`src/rtl/cla_pipe_addsub.sv`:
```
// Pipelined carry-lookahead adder/subtractor with valid/ready streaming and NZCV-style flags.
// Each stage resolves GPS 4-bit lookahead groups; the unprocessed operand slices and the
// result slices already produced travel down the pipe with the token.
module cla_pipe_addsub #(
  parameter int unsigned WIDTH = 32,
  parameter int unsigned GPS   = 2
) (
  input  logic             clk,
  input  logic             reset,
  input  logic             in_valid,
  output logic             in_ready,
  input  logic [WIDTH-1:0] a,
  input  logic [WIDTH-1:0] b,
  input  logic             op_sub,
  input  logic             cin,
  output logic             out_valid,
  input  logic             out_ready,
  output logic [WIDTH-1:0] sum,
  output logic             co,
  output logic             ovf,
  output logic             zero,
  output logic             neg
);

  localparam int unsigned NGRP = WIDTH / 4;
  localparam int unsigned SW   = 4 * GPS;
  localparam int unsigned LAT  = NGRP / GPS;

  // 4-bit lookahead group: returns {group carry out, 4-bit sum}
  function automatic logic [4:0] cla4(input logic [3:0] x, input logic [3:0] y,
                                      input logic ci);
    logic [3:0] g;
    logic [3:0] p;
    logic       c1;
    logic       c2;
    logic       c3;
    logic       c4;
    g  = x & y;
    p  = x | y;
    c1 = g[0] | (p[0] & ci);
    c2 = g[1] | (p[1] & g[0]) | (p[1] & p[0] & ci);
    c3 = g[2] | (p[2] & g[1]) | (p[2] & p[1] & g[0]) | (p[2] & p[1] & p[0] & ci);
    c4 = g[3] | (p[3] & g[2]) | (p[3] & p[2] & g[1]) | (p[3] & p[2] & p[1] & g[0])
       | (p[3] & p[2] & p[1] & p[0] & ci);
    return {c4, x ^ y ^ {c3, c2, c1, ci}};
  endfunction

  // Global stall: a presented result that is not taken freezes every stage
  logic stall_c;
  assign stall_c  = out_valid & ~out_ready;
  assign in_ready = ~stall_c;

  for (genvar k = 0; k < int'(LAT); k++) begin : g_stg
    localparam int unsigned IW = WIDTH - SW * k;  // operand bits still to be processed
    localparam int unsigned OW = SW * (k + 1);    // result bits produced up to this stage

    logic            v_i;
    logic            c_i;
    logic [IW-1:0]   ar_i;
    logic [IW-1:0]   br_i;
    logic [SW-1:0]   ss;
    logic [GPS:0]    gc;
    logic [OW-1:0]   s_d;
    logic            v_q;
    logic            c_q;
    logic [OW-1:0]   s_q;

    if (k == 0) begin : g_head
      // Subtraction folds into add: invert B and force carry-in
      assign v_i  = in_valid;
      assign c_i  = op_sub ? 1'b1 : cin;
      assign ar_i = a;
      assign br_i = op_sub ? ~b : b;
      assign s_d  = ss;
    end else begin : g_body
      assign v_i  = g_stg[k-1].v_q;
      assign c_i  = g_stg[k-1].c_q;
      assign ar_i = g_stg[k-1].g_fwd.a_q;
      assign br_i = g_stg[k-1].g_fwd.b_q;
      assign s_d  = {ss, g_stg[k-1].s_q};
    end

    // Slice add: lookahead inside each group, carry ripples group to group
    always_comb begin
      logic [4:0] r;
      r     = '0;
      gc    = '0;
      ss    = '0;
      gc[0] = c_i;
      for (int j = 0; j < int'(GPS); j++) begin
        r            = cla4(ar_i[4*j +: 4], br_i[4*j +: 4], gc[j]);
        ss[4*j +: 4] = r[3:0];
        gc[j+1]      = r[4];
      end
    end

    // Token, carry and partial-sum registers
    always_ff @(posedge clk or posedge reset) begin
      if (reset) begin
        v_q <= 1'b0;
        c_q <= 1'b0;
        s_q <= '0;
      end else if (!stall_c) begin
        v_q <= v_i;
        c_q <= gc[GPS];
        s_q <= s_d;
      end
    end

    if (k < int'(LAT) - 1) begin : g_fwd
      localparam int unsigned RW = IW - SW;
      logic [RW-1:0] a_q;
      logic [RW-1:0] b_q;

      // Carry the not-yet-added operand slices forward with the token
      always_ff @(posedge clk or posedge reset) begin
        if (reset) begin
          a_q <= '0;
          b_q <= '0;
        end else if (!stall_c) begin
          a_q <= ar_i[IW-1:SW];
          b_q <= br_i[IW-1:SW];
        end
      end
    end else begin : g_tail
      logic msb_cin;
      logic ovf_q;
      logic zero_q;
      logic neg_q;

      // Carry into the MSB recovered from the MSB sum bit and its operands
      assign msb_cin = ss[SW-1] ^ ar_i[SW-1] ^ br_i[SW-1];

      // Flags captured alongside the final slice
      always_ff @(posedge clk or posedge reset) begin
        if (reset) begin
          ovf_q  <= 1'b0;
          zero_q <= 1'b0;
          neg_q  <= 1'b0;
        end else if (!stall_c) begin
          ovf_q  <= gc[GPS] ^ msb_cin;
          zero_q <= (s_d == '0);
          neg_q  <= ss[SW-1];
        end
      end
    end
  end

  assign out_valid = g_stg[LAT-1].v_q;
  assign sum       = g_stg[LAT-1].s_q;
  assign co        = g_stg[LAT-1].c_q;
  assign ovf       = g_stg[LAT-1].g_tail.ovf_q;
  assign zero      = g_stg[LAT-1].g_tail.zero_q;
  assign neg       = g_stg[LAT-1].g_tail.neg_q;

endmodule
```
`config.mk`:
```
export PLATFORM = sky130hd
export DESIGN_NAME = cla_pipe_addsub
export DESIGN_NICKNAME = d
export VERILOG_FILES = /design/src/rtl/cla_pipe_addsub.sv
export SDC_FILE = /design/constraint.sdc
export NUM_CORES = 1
export LEC_CHECK = 0
export CORE_AREA = 2 2 145 147
export DETAILED_ROUTE_END_ITERATION = 10
export DIE_AREA = 0 0 147 149
export GPL_TIMING_DRIVEN = 0
export PLACE_DENSITY_LB_ADDON = 0.3
export SLEW_MARGIN = 25
export SYNTH_ARGS = -nofsm -noshare
export SYNTH_HDL_FRONTEND = slang
export SYNTH_SLANG_ARGS = --single-unit
```
`constraint.sdc`:
```
create_clock -name clk -period 7.9 [get_ports clk]
set_input_delay 1.58 -clock clk [delete_from_list [all_inputs] [get_ports clk]]
set_output_delay 1.58 -clock clk [all_outputs]
set_load 0.02 [all_outputs]
```
Word level (Yosys, flattened, before mapping)
Cells that the tools add are included.
W data, S select, Z words.
Storage, ports and cells
  logic and storage cells: 271
  input port bits: 70
  output and inout bits: 38
  bits in registers: 187
Cells by class
  reductions and logical operators: 1
  bitwise logic cells: 247
  mux-type cells: 2
Operators with widths (number)
  $and A1 B1 Y1: 129
  $or A1 B1 Y1: 80
  $xor A4 B4 Y4: 16
  $and A4 B4 Y4: 8
  $logic_not A32 Y1: 1
  $mux W32: 1
  $not A32 Y32: 1
  $or A4 B4 Y4: 8
  $xor A1 B1 Y1: 3
  $not A1 Y1: 2
  $mux W1: 1

Logic depth before layout (Yosys ltp)
Gate-level depths: netlist (run 1).
  depth in word-level cells: 12
  gate-level depth with buffers: 13
  mapped depth without buffers: 12

Worst setup path before layout (run 1)
OpenSTA, ideal clock, no wires.
  kind: input to output
  from: in out_ready
  to: out in_ready
  stages: 5
  path buffers: 3
  setup slack: 3666 ps
  arrival: 2654 ps
  data required time: 6320 ps
  cells stage by stage: nor2b_1 > clkbuf_1 > clkinv_1 > clkbuf_1 > clkbuf_1
On the way
  longest elaborated chain between the ends: 3
RTL lines
  start, declared: line 17  | input logic out_ready,
  $not A1 Y1: line 50  | assign stall_c = out_valid & ~out_ready;
  $and A1 B1 Y1: line 50
  $not A1 Y1: line 51  | assign in_ready = ~stall_c;
  end, declared: line 11  | output logic in_ready,
Every way passes these cells.

Worst setup path after layout (run 1)
Same ends and word-level chain as after synthesis.

==> impl_metrics.env, run 1 <==
export IMPL_cts_tree="built"
export IMPL_track_usage_pct=20.6
export IMPL_cts_buffers=17
export IMPL_die_w_um=147
export IMPL_cp_required_ns=6.32
export IMPL_core_area_mm2=0.0206
export IMPL_pwr_share_clk_pct=19.7
export IMPL_numPortBuffers=106
export IMPL_cp_depth=7
export IMPL_dp_hpwl_um=16000
export IMPL_max_freq_mhz=173
export IMPL_ys_seq_elements=186
export IMPL_routed_wl_um=21500
export IMPL_place_gp_congestion=0.841
export IMPL_ctsHoldBuffers=0
export IMPL_gr_total_overflow=0
export IMPL_syn_avg_cell_area_um2=9.18
export IMPL_worstHoldPathType="flip-flop to flip-flop"
export IMPL_p_int_mw=2.67
export IMPL_final_layout_size_suffix_gt1_share_pct=4.00
export IMPL_crit_chain="clkdlybuf4s50_1 > nor2b_1 > clkbuf_1 > clkinv_1 > clkbuf_1 > clkbuf_1 > clkdlybuf4s50_1"
export IMPL_power_per_cell_area_mw_per_mm2=395
export IMPL_num_fill_cells=1905
export IMPL_cap_violations=0
export IMPL_status="finished, final reports clean"
export IMPL_pin_count=108
export IMPL_n_antenna_cell=0
export IMPL_rr_worst_depth=12
export IMPL_std_cell_rows=53
export IMPL_grt_first_pass_wirelength_um=35000
export IMPL_start_util_pct=44.0
export IMPL_rsz0062_at_grt="no"
export IMPL_slowest_stage="clkdlybuf4s50_1"
export IMPL_fin_nets=1254
export IMPL_synth_top_flop_cell="dfrtp_1"
export IMPL_whs_path_depth=2
export IMPL_max_slew_margin_pct=39.4
export IMPL_via_count=6837
export IMPL_post_route_period_util_pct=73.1
export IMPL_critPathArrivalTime_ns=4.20
export IMPL_combPwrFrac_pct=42.5
export IMPL_syn_to_final_growth_pct=22.9
export IMPL_peakVddDrop_mv=0.179
export IMPL_yosysUniqueCellTypes=41
export IMPL_report_final_hold_viol_count=0
export IMPL_swShare_pct=39.1
export IMPL_async_flop_share_pct=100
export IMPL_dr_pass1_iters=4
export IMPL_grt_pass1_vias=6896
export IMPL_clk_latency_ns=0.43
export IMPL_cp_end_kind="output port"
export IMPL_critPathTopFamily="buffers and inverters"
export IMPL_ant_nets=0
export IMPL_power_leakage_nw=5.39
export IMPL_power_switching_mw=1.72
export IMPL_stdcell_area_mm2=0.0111
export IMPL_syn_nets=1127
export IMPL_wl_per_cell_um=15.4
export IMPL_grt_max_degree=79
export IMPL_dpl_cell_area_mm2=0.0105
export IMPL_ys_warn_count=0
export IMPL_syn_area_mm2=0.00904
export IMPL_path_clk_slew_ns=0.07
export IMPL_die_area_mm2=0.0219
export IMPL_cts_root_buffer="clkbuf_16"
export IMPL_worst_slew_pin_slew_ns=0.909
export IMPL_antenna_found_initial=0
export IMPL_cpPeakStageDelay_ns=0.72
export IMPL_worstSetupStartpointType="input pin"
export IMPL_routed_via_density=4.88
export IMPL_crit_fanout=10
export IMPL_synth_cells=985
export IMPL_first_iter_violations=348
export IMPL_clk_path_buf_depth=2
export IMPL_pre_cts_slack_ns=2.14
export IMPL_cts_resized=0
export IMPL_synth_edf_count=0
export IMPL_cts_sinks=186
export IMPL_htreeDepth=4
export IMPL_drc=0
export IMPL_pwr_share_seq_pct=37.7
export IMPL_timing_setup_tns_ns=0
export IMPL_die_y_um=149
export IMPL_finalSetupViolCount=0
export IMPL_cpMostUsedCell="clkbuf_1"
export IMPL_post_cts_setup_buffer_count=0
export IMPL_path_buf_inv=6
export IMPL_layout_min_cycle_time_ns=5.78
export IMPL_fin_util_pct=54.1
export IMPL_critPathKind="input pin to output port"
export IMPL_fin_ws_ns=2.12
export IMPL_slew_viol_final=0
export IMPL_synth_seq_area_share_pct=51.5
export IMPL_fin_hold_ws_ns=0.463
export IMPL_reg2reg_slack_ns=4.93
export IMPL_finClkSkew_ns=0.00880
-- final cells by class --
class	count	area, µm²	share of cell area, %
Multi-Input combinational cell	669	3890	35.1
Clock buffer	20	467	4.20
Clock inverter	12	136	1.23
Buffer	45	173	1.55
Tap cell	275	344	3.10
Timing Repair Buffer	108	1120	10.0
Sequential cell	186	4650	41.9
Inverter	85	327	2.94
-- worst min-delay path: cells and delay by family, from the launching register on --
family	cells	cell delay [ns]
flops	1	0.34
simple gates	2	0.10
-- layer usage --
layer / part of all wire [%] / routed length [µm] / track usage (%) / up-vias
met5: 0 / 0 / 0 / -
met1: 45 / 9620 / 26.5 / 3316
met2: 49 / 10500 / 34.8 / 143
met4: 2.3 / 496 / 7.50 / 0
met3: 3.9 / 830 / 4.04 / 29
li1: - / - / - / 3349
-- power by group through the flow --
stage,combinational [mW],clock (mW),sequential [mW]
global placement,1.82,0,1.65
floorplan,1.15,0,1.70
detailed placement,1.87,0,1.67
finish,1.87,0.866,1.66
global route,2.08,0.920,1.71
CTS,1.88,0.880,1.65
-- cells in the mapped netlist, drive strengths merged (6+ instances only) --
cell type | count | area share [%]
ha | 64 | 8.9
fa | 8 | 1.8
a31oi | 6 | 0.42
clkbuf | 43 | 1.8
xnor2 | 26 | 2.5
xor2 | 26 | 2.5
nor3 | 10 | 0.55
nor2 | 28 | 1.2
dfrtp | 186 | 51
nor2b | 6 | 0.50
o21ai | 74 | 4.1
nand2 | 334 | 14
inv | 84 | 3.5
a21oi | 33 | 1.8
o21bai | 7 | 0.58
nand2b | 6 | 0.42
-- cell usage in the layout, fill, tap and decap left out, types with 3 or more instances in the layout --
master,instances
inv_1,83
xnor2_1,26
clkdlybuf4s50_1,106
clkbuf_16,17
nand2b_1,6
clkbuf_8,3
a211oi_1,4
o21a_1,4
nor3b_1,3
nand2_1,334
clkinvlp_4,3
o21bai_1,7
nor2b_1,5
o21ai_0,74
a31oi_1,6
nor2_1,28
a21oi_1,33
dfrtp_1,186
o31ai_1,5
fa_1,8
clkbuf_1,43
inv_6,3
xor2_1,26
nor4_1,5
nor3_1,10
ha_1,64
-- cells by family (layout without fill, tap and decap cells) --
| family | count (synthesis) | in the layout | share of synthesized area (%) |
|---|---|---|---|
| AOI/OAI and AO/OA | 141 | 141 | 9.11 |
| DFF | 186 | 186 | 51.5 |
| buffers and inverters | 130 | 270 | 5.44 |
| adders and majority gates | 72 | 72 | 10.6 |
| xor gates and xnor gates | 53 | 53 | 5.29 |
| muxes | 2 | 2 | 0.291 |
| and+or+nand+nor | 401 | 401 | 17.8 |
-- state kept, by name, indices dropped and copies added (netlist names) --
signal / cells
sum: 32
zero: 1
co: 1
g_stg.g_fwd.b_q: 48
g_stg.s_q: 48
out_valid: 1
g_stg.g_fwd.a_q: 48
g_stg.v_q: 3
g_stg.c_q: 3
ovf: 1
-- final timing paths --
check | startpoint | to
max | out_ready | in_ready
min | g_stg[0].g_fwd.a_q[18] | g_stg[1].g_fwd.a_q[10]
max reg2reg | g_stg[2].g_fwd.b_q[0] | zero
min reg2reg | g_stg[0].g_fwd.a_q[18] | g_stg[1].g_fwd.a_q[10]
max in group asynchronous | reset | g_stg[0].g_fwd.a_q[14]
min in group asynchronous | reset | g_stg[1].g_fwd.a_q[10]
-- stage by stage --
| step | total power, mW | std cells |
|---|---|---|
| floorplan | 2.85 | 985 |
| global placement | 3.48 | 1366 |
| detailed placement | 3.53 | 1368 |
| CTS | 4.41 | 1400 |
| global route | 4.71 | 1400 |
| finish | 4.39 | 1400 |
Power figures use the tool's default switching activity.
==> inputs of run 2 (changes only) <==
Clock period 7.9 ns to 5.5 ns, I/O delays scaled along.
==> run 2 against run 1 <==
  * Global-route usage rose by 0.32 points
  * Design area rose by 0.60%
  * Sequential power rose by 43%
  * Clock power increased by 49%
  * Count of clock-buffer cells in the layout is 2 higher
  * Sequential share of layout area down 0.25 points
  * Critical path type unchanged
  * Critical endpoint unchanged
  * Highest routed layer unchanged
==> impl_metrics.env, run 2 (synthesized netlist as in run 1, its figures left out) <==
export IMPL_grt_pass1_vias=6890
export IMPL_timing_setup_tns_ns=0
export IMPL_critPathTopFamily="buffers and inverters"
export IMPL_finClkSkew_ns=0.00718
export IMPL_status="finished, final reports clean"
export IMPL_cts_tree="built"
export IMPL_numPlacedInstances=1372
export IMPL_critPathArrivalTime_ns=3.67
export IMPL_std_cell_rows=53
export IMPL_clk_latency_ns=0.43
export IMPL_num_fill_cells=1890
export IMPL_slowest_stage="clkdlybuf4s50_1"
export IMPL_first_iter_violations=290
export IMPL_n_antenna_cell=0
export IMPL_power_leakage_nw=5.42
export IMPL_max_slew_margin_pct=39.1
export IMPL_syn_to_final_growth_pct=23.6
export IMPL_place_gp_congestion=0.865
export IMPL_track_usage_pct=20.9
export IMPL_power_per_cell_area_mw_per_mm2=568
export IMPL_crit_fanout=10
export IMPL_htreeDepth=4
export IMPL_routed_via_density=4.91
export IMPL_path_clk_slew_ns=0.06
export IMPL_core_area_mm2=0.0206
export IMPL_finalSetupViolCount=0
export IMPL_p_total_mw=6.35
export IMPL_layout_min_cycle_time_ns=4.77
export IMPL_ant_nets=0
export IMPL_peakVddDrop_mv=0.245
export IMPL_pwr_share_seq_pct=37.5
export IMPL_drc=0
export IMPL_pwr_share_clk_pct=20.3
export IMPL_worst_slew_pin_slew_ns=0.914
export IMPL_mostFrequentLayoutCell="nand2_1"
export IMPL_power_switching_mw=2.44
export IMPL_dp_hpwl_um=16200
export IMPL_worstHoldPathType="flip-flop to flip-flop"
export IMPL_pin_count=108
export IMPL_p_int_mw=3.91
export IMPL_ctsHoldBuffers=0
export IMPL_numPortBuffers=106
export IMPL_post_cts_setup_buffer_count=0
export IMPL_antenna_found_initial=0
export IMPL_grt_first_pass_wirelength_um=35200
export IMPL_clk_path_buf_depth=2
export IMPL_max_freq_mhz=210
export IMPL_cts_sinks=186
export IMPL_cts_root_buffer="clkbuf_16"
export IMPL_post_route_period_util_pct=86.7
export IMPL_dpl_cell_area_mm2=0.0106
export IMPL_crit_chain="clkdlybuf4s50_1 > nor2b_1 > clkbuf_1 > clkinv_1 > clkbuf_1 > clkbuf_1 > clkdlybuf4s50_1"
export IMPL_cap_violations=0
export IMPL_final_cell_count_no_fill=1402
export IMPL_largestRegisters="g_stg.g_fwd.a_q (48), g_stg.g_fwd.b_q (48), g_stg.s_q (48)"
export IMPL_die_area_mm2=0.0219
export IMPL_cpMostUsedCell="clkbuf_1"
export IMPL_cp_required_ns=4.40
export IMPL_final_layout_size_suffix_gt1_share_pct=3.90
export IMPL_report_final_hold_viol_count=0
export IMPL_stdcell_area_mm2=0.0112
export IMPL_cts_buffers=17
export IMPL_rsz0062_at_grt="no"
export IMPL_wl_per_cell_um=15.4
export IMPL_routed_wl_um=21600
export IMPL_via_count=6884
export IMPL_fin_hold_ws_ns=0.464
export IMPL_slew_viol_final=0
export IMPL_grt_max_degree=33
export IMPL_die_y_um=149
export IMPL_die_w_um=147
export IMPL_combPwrFrac_pct=42.2
export IMPL_start_util_pct=44.0
export IMPL_cp_end_kind="output port"
export IMPL_gr_total_overflow=0
export IMPL_dr_pass1_iters=5
export IMPL_fin_nets=1258
export IMPL_worstSetupStartpointType="input pin"
export IMPL_final_cell_mix="334 x nand2_1, 186 x dfrtp_1, 106 x clkdlybuf4s50_1"
export IMPL_critPathKind="input pin to output port"
export IMPL_path_buf_inv=6
export IMPL_cts_resized=0
export IMPL_swShare_pct=38.4
export IMPL_cpPeakStageDelay_ns=0.72
## run 2: cell types whose count changed in the layout (fill, tap and decap cells not counted), sizes merged
cell	delta
inv	-4
buf	+4
bufinv	+2
clkbuf	+2
clkinvlp	-2
## run 2: worst reg2reg max path, cell delays in order (launching register included)
cell	delay, ns
dfrtp_1	0.38
inv_1	0.12
ha_1	0.21
nor2b_4	0.05
o311ai_2	0.33
nor2b_1	0.25
o21bai_1	0.11
fa_1	0.51
nor4_1	0.23
nand4_1	0.13
nor2_1	0.15
nand4b_1	0.13
o31ai_1	0.21
## run 2: layer usage
metal  track usage (%)  vias to the layer above  part of all wire [%]
li1                  -                     3356                     -
met1              27.5                     3322                    45
met2              34.7                      162                    48
met3              3.79                       44                   4.1
met4              7.88                        0                   2.7
met5                 0                        -                     0
## run 2: path summary, 6_finish.rpt
check                      cells past startpoint  slack [ns]                     end             startpoint
setup / recovery                               7        0.73                in_ready              out_ready
hold / removal                                 2        0.46                 sum[11]                sum[11]
setup reg to reg                              12        2.61                    zero  g_stg[2].g_fwd.a_q[0]
hold reg to reg                                2        0.46                 sum[11]                sum[11]
max in group asynchronous                      6        3.32  g_stg[0].g_fwd.b_q[13]                  reset
min in group asynchronous                      2        1.02  g_stg[0].g_fwd.a_q[22]                  reset
## run 2: cell type report
type | instances | area, µm² | share of cell area, %
flip-flops and latches | 186 | 4650 | 41.6
multi-input cells | 669 | 3890 | 34.8
repair buffers | 112 | 1180 | 10.6
clock buffers | 22 | 464 | 4.15
well taps | 275 | 344 | 3.08
inverters | 85 | 323 | 2.89
plain buffers | 45 | 173 | 1.54
clock inverters | 8 | 144 | 1.29
## run 2: power groups by stage
stage,sequential [mW],combinational (mW),clock (mW)
floorplan,2.45,1.65,0
global placement,2.37,2.62,0
detailed placement,2.39,2.70,0
CTS,2.38,2.71,1.30
global route,2.46,3.01,1.35
finish,2.38,2.68,1.29
## run 2: per-stage QoR
stage | utilization (%) | setup WS (ns)
global placement | 50.8 | 0.508
global route | 54.4 | 0.570
detailed placement | 51.4 | 0.735
CTS | 54.4 | 0.724
floorplan | - | 1.82
finish | 54.4 | 0.729
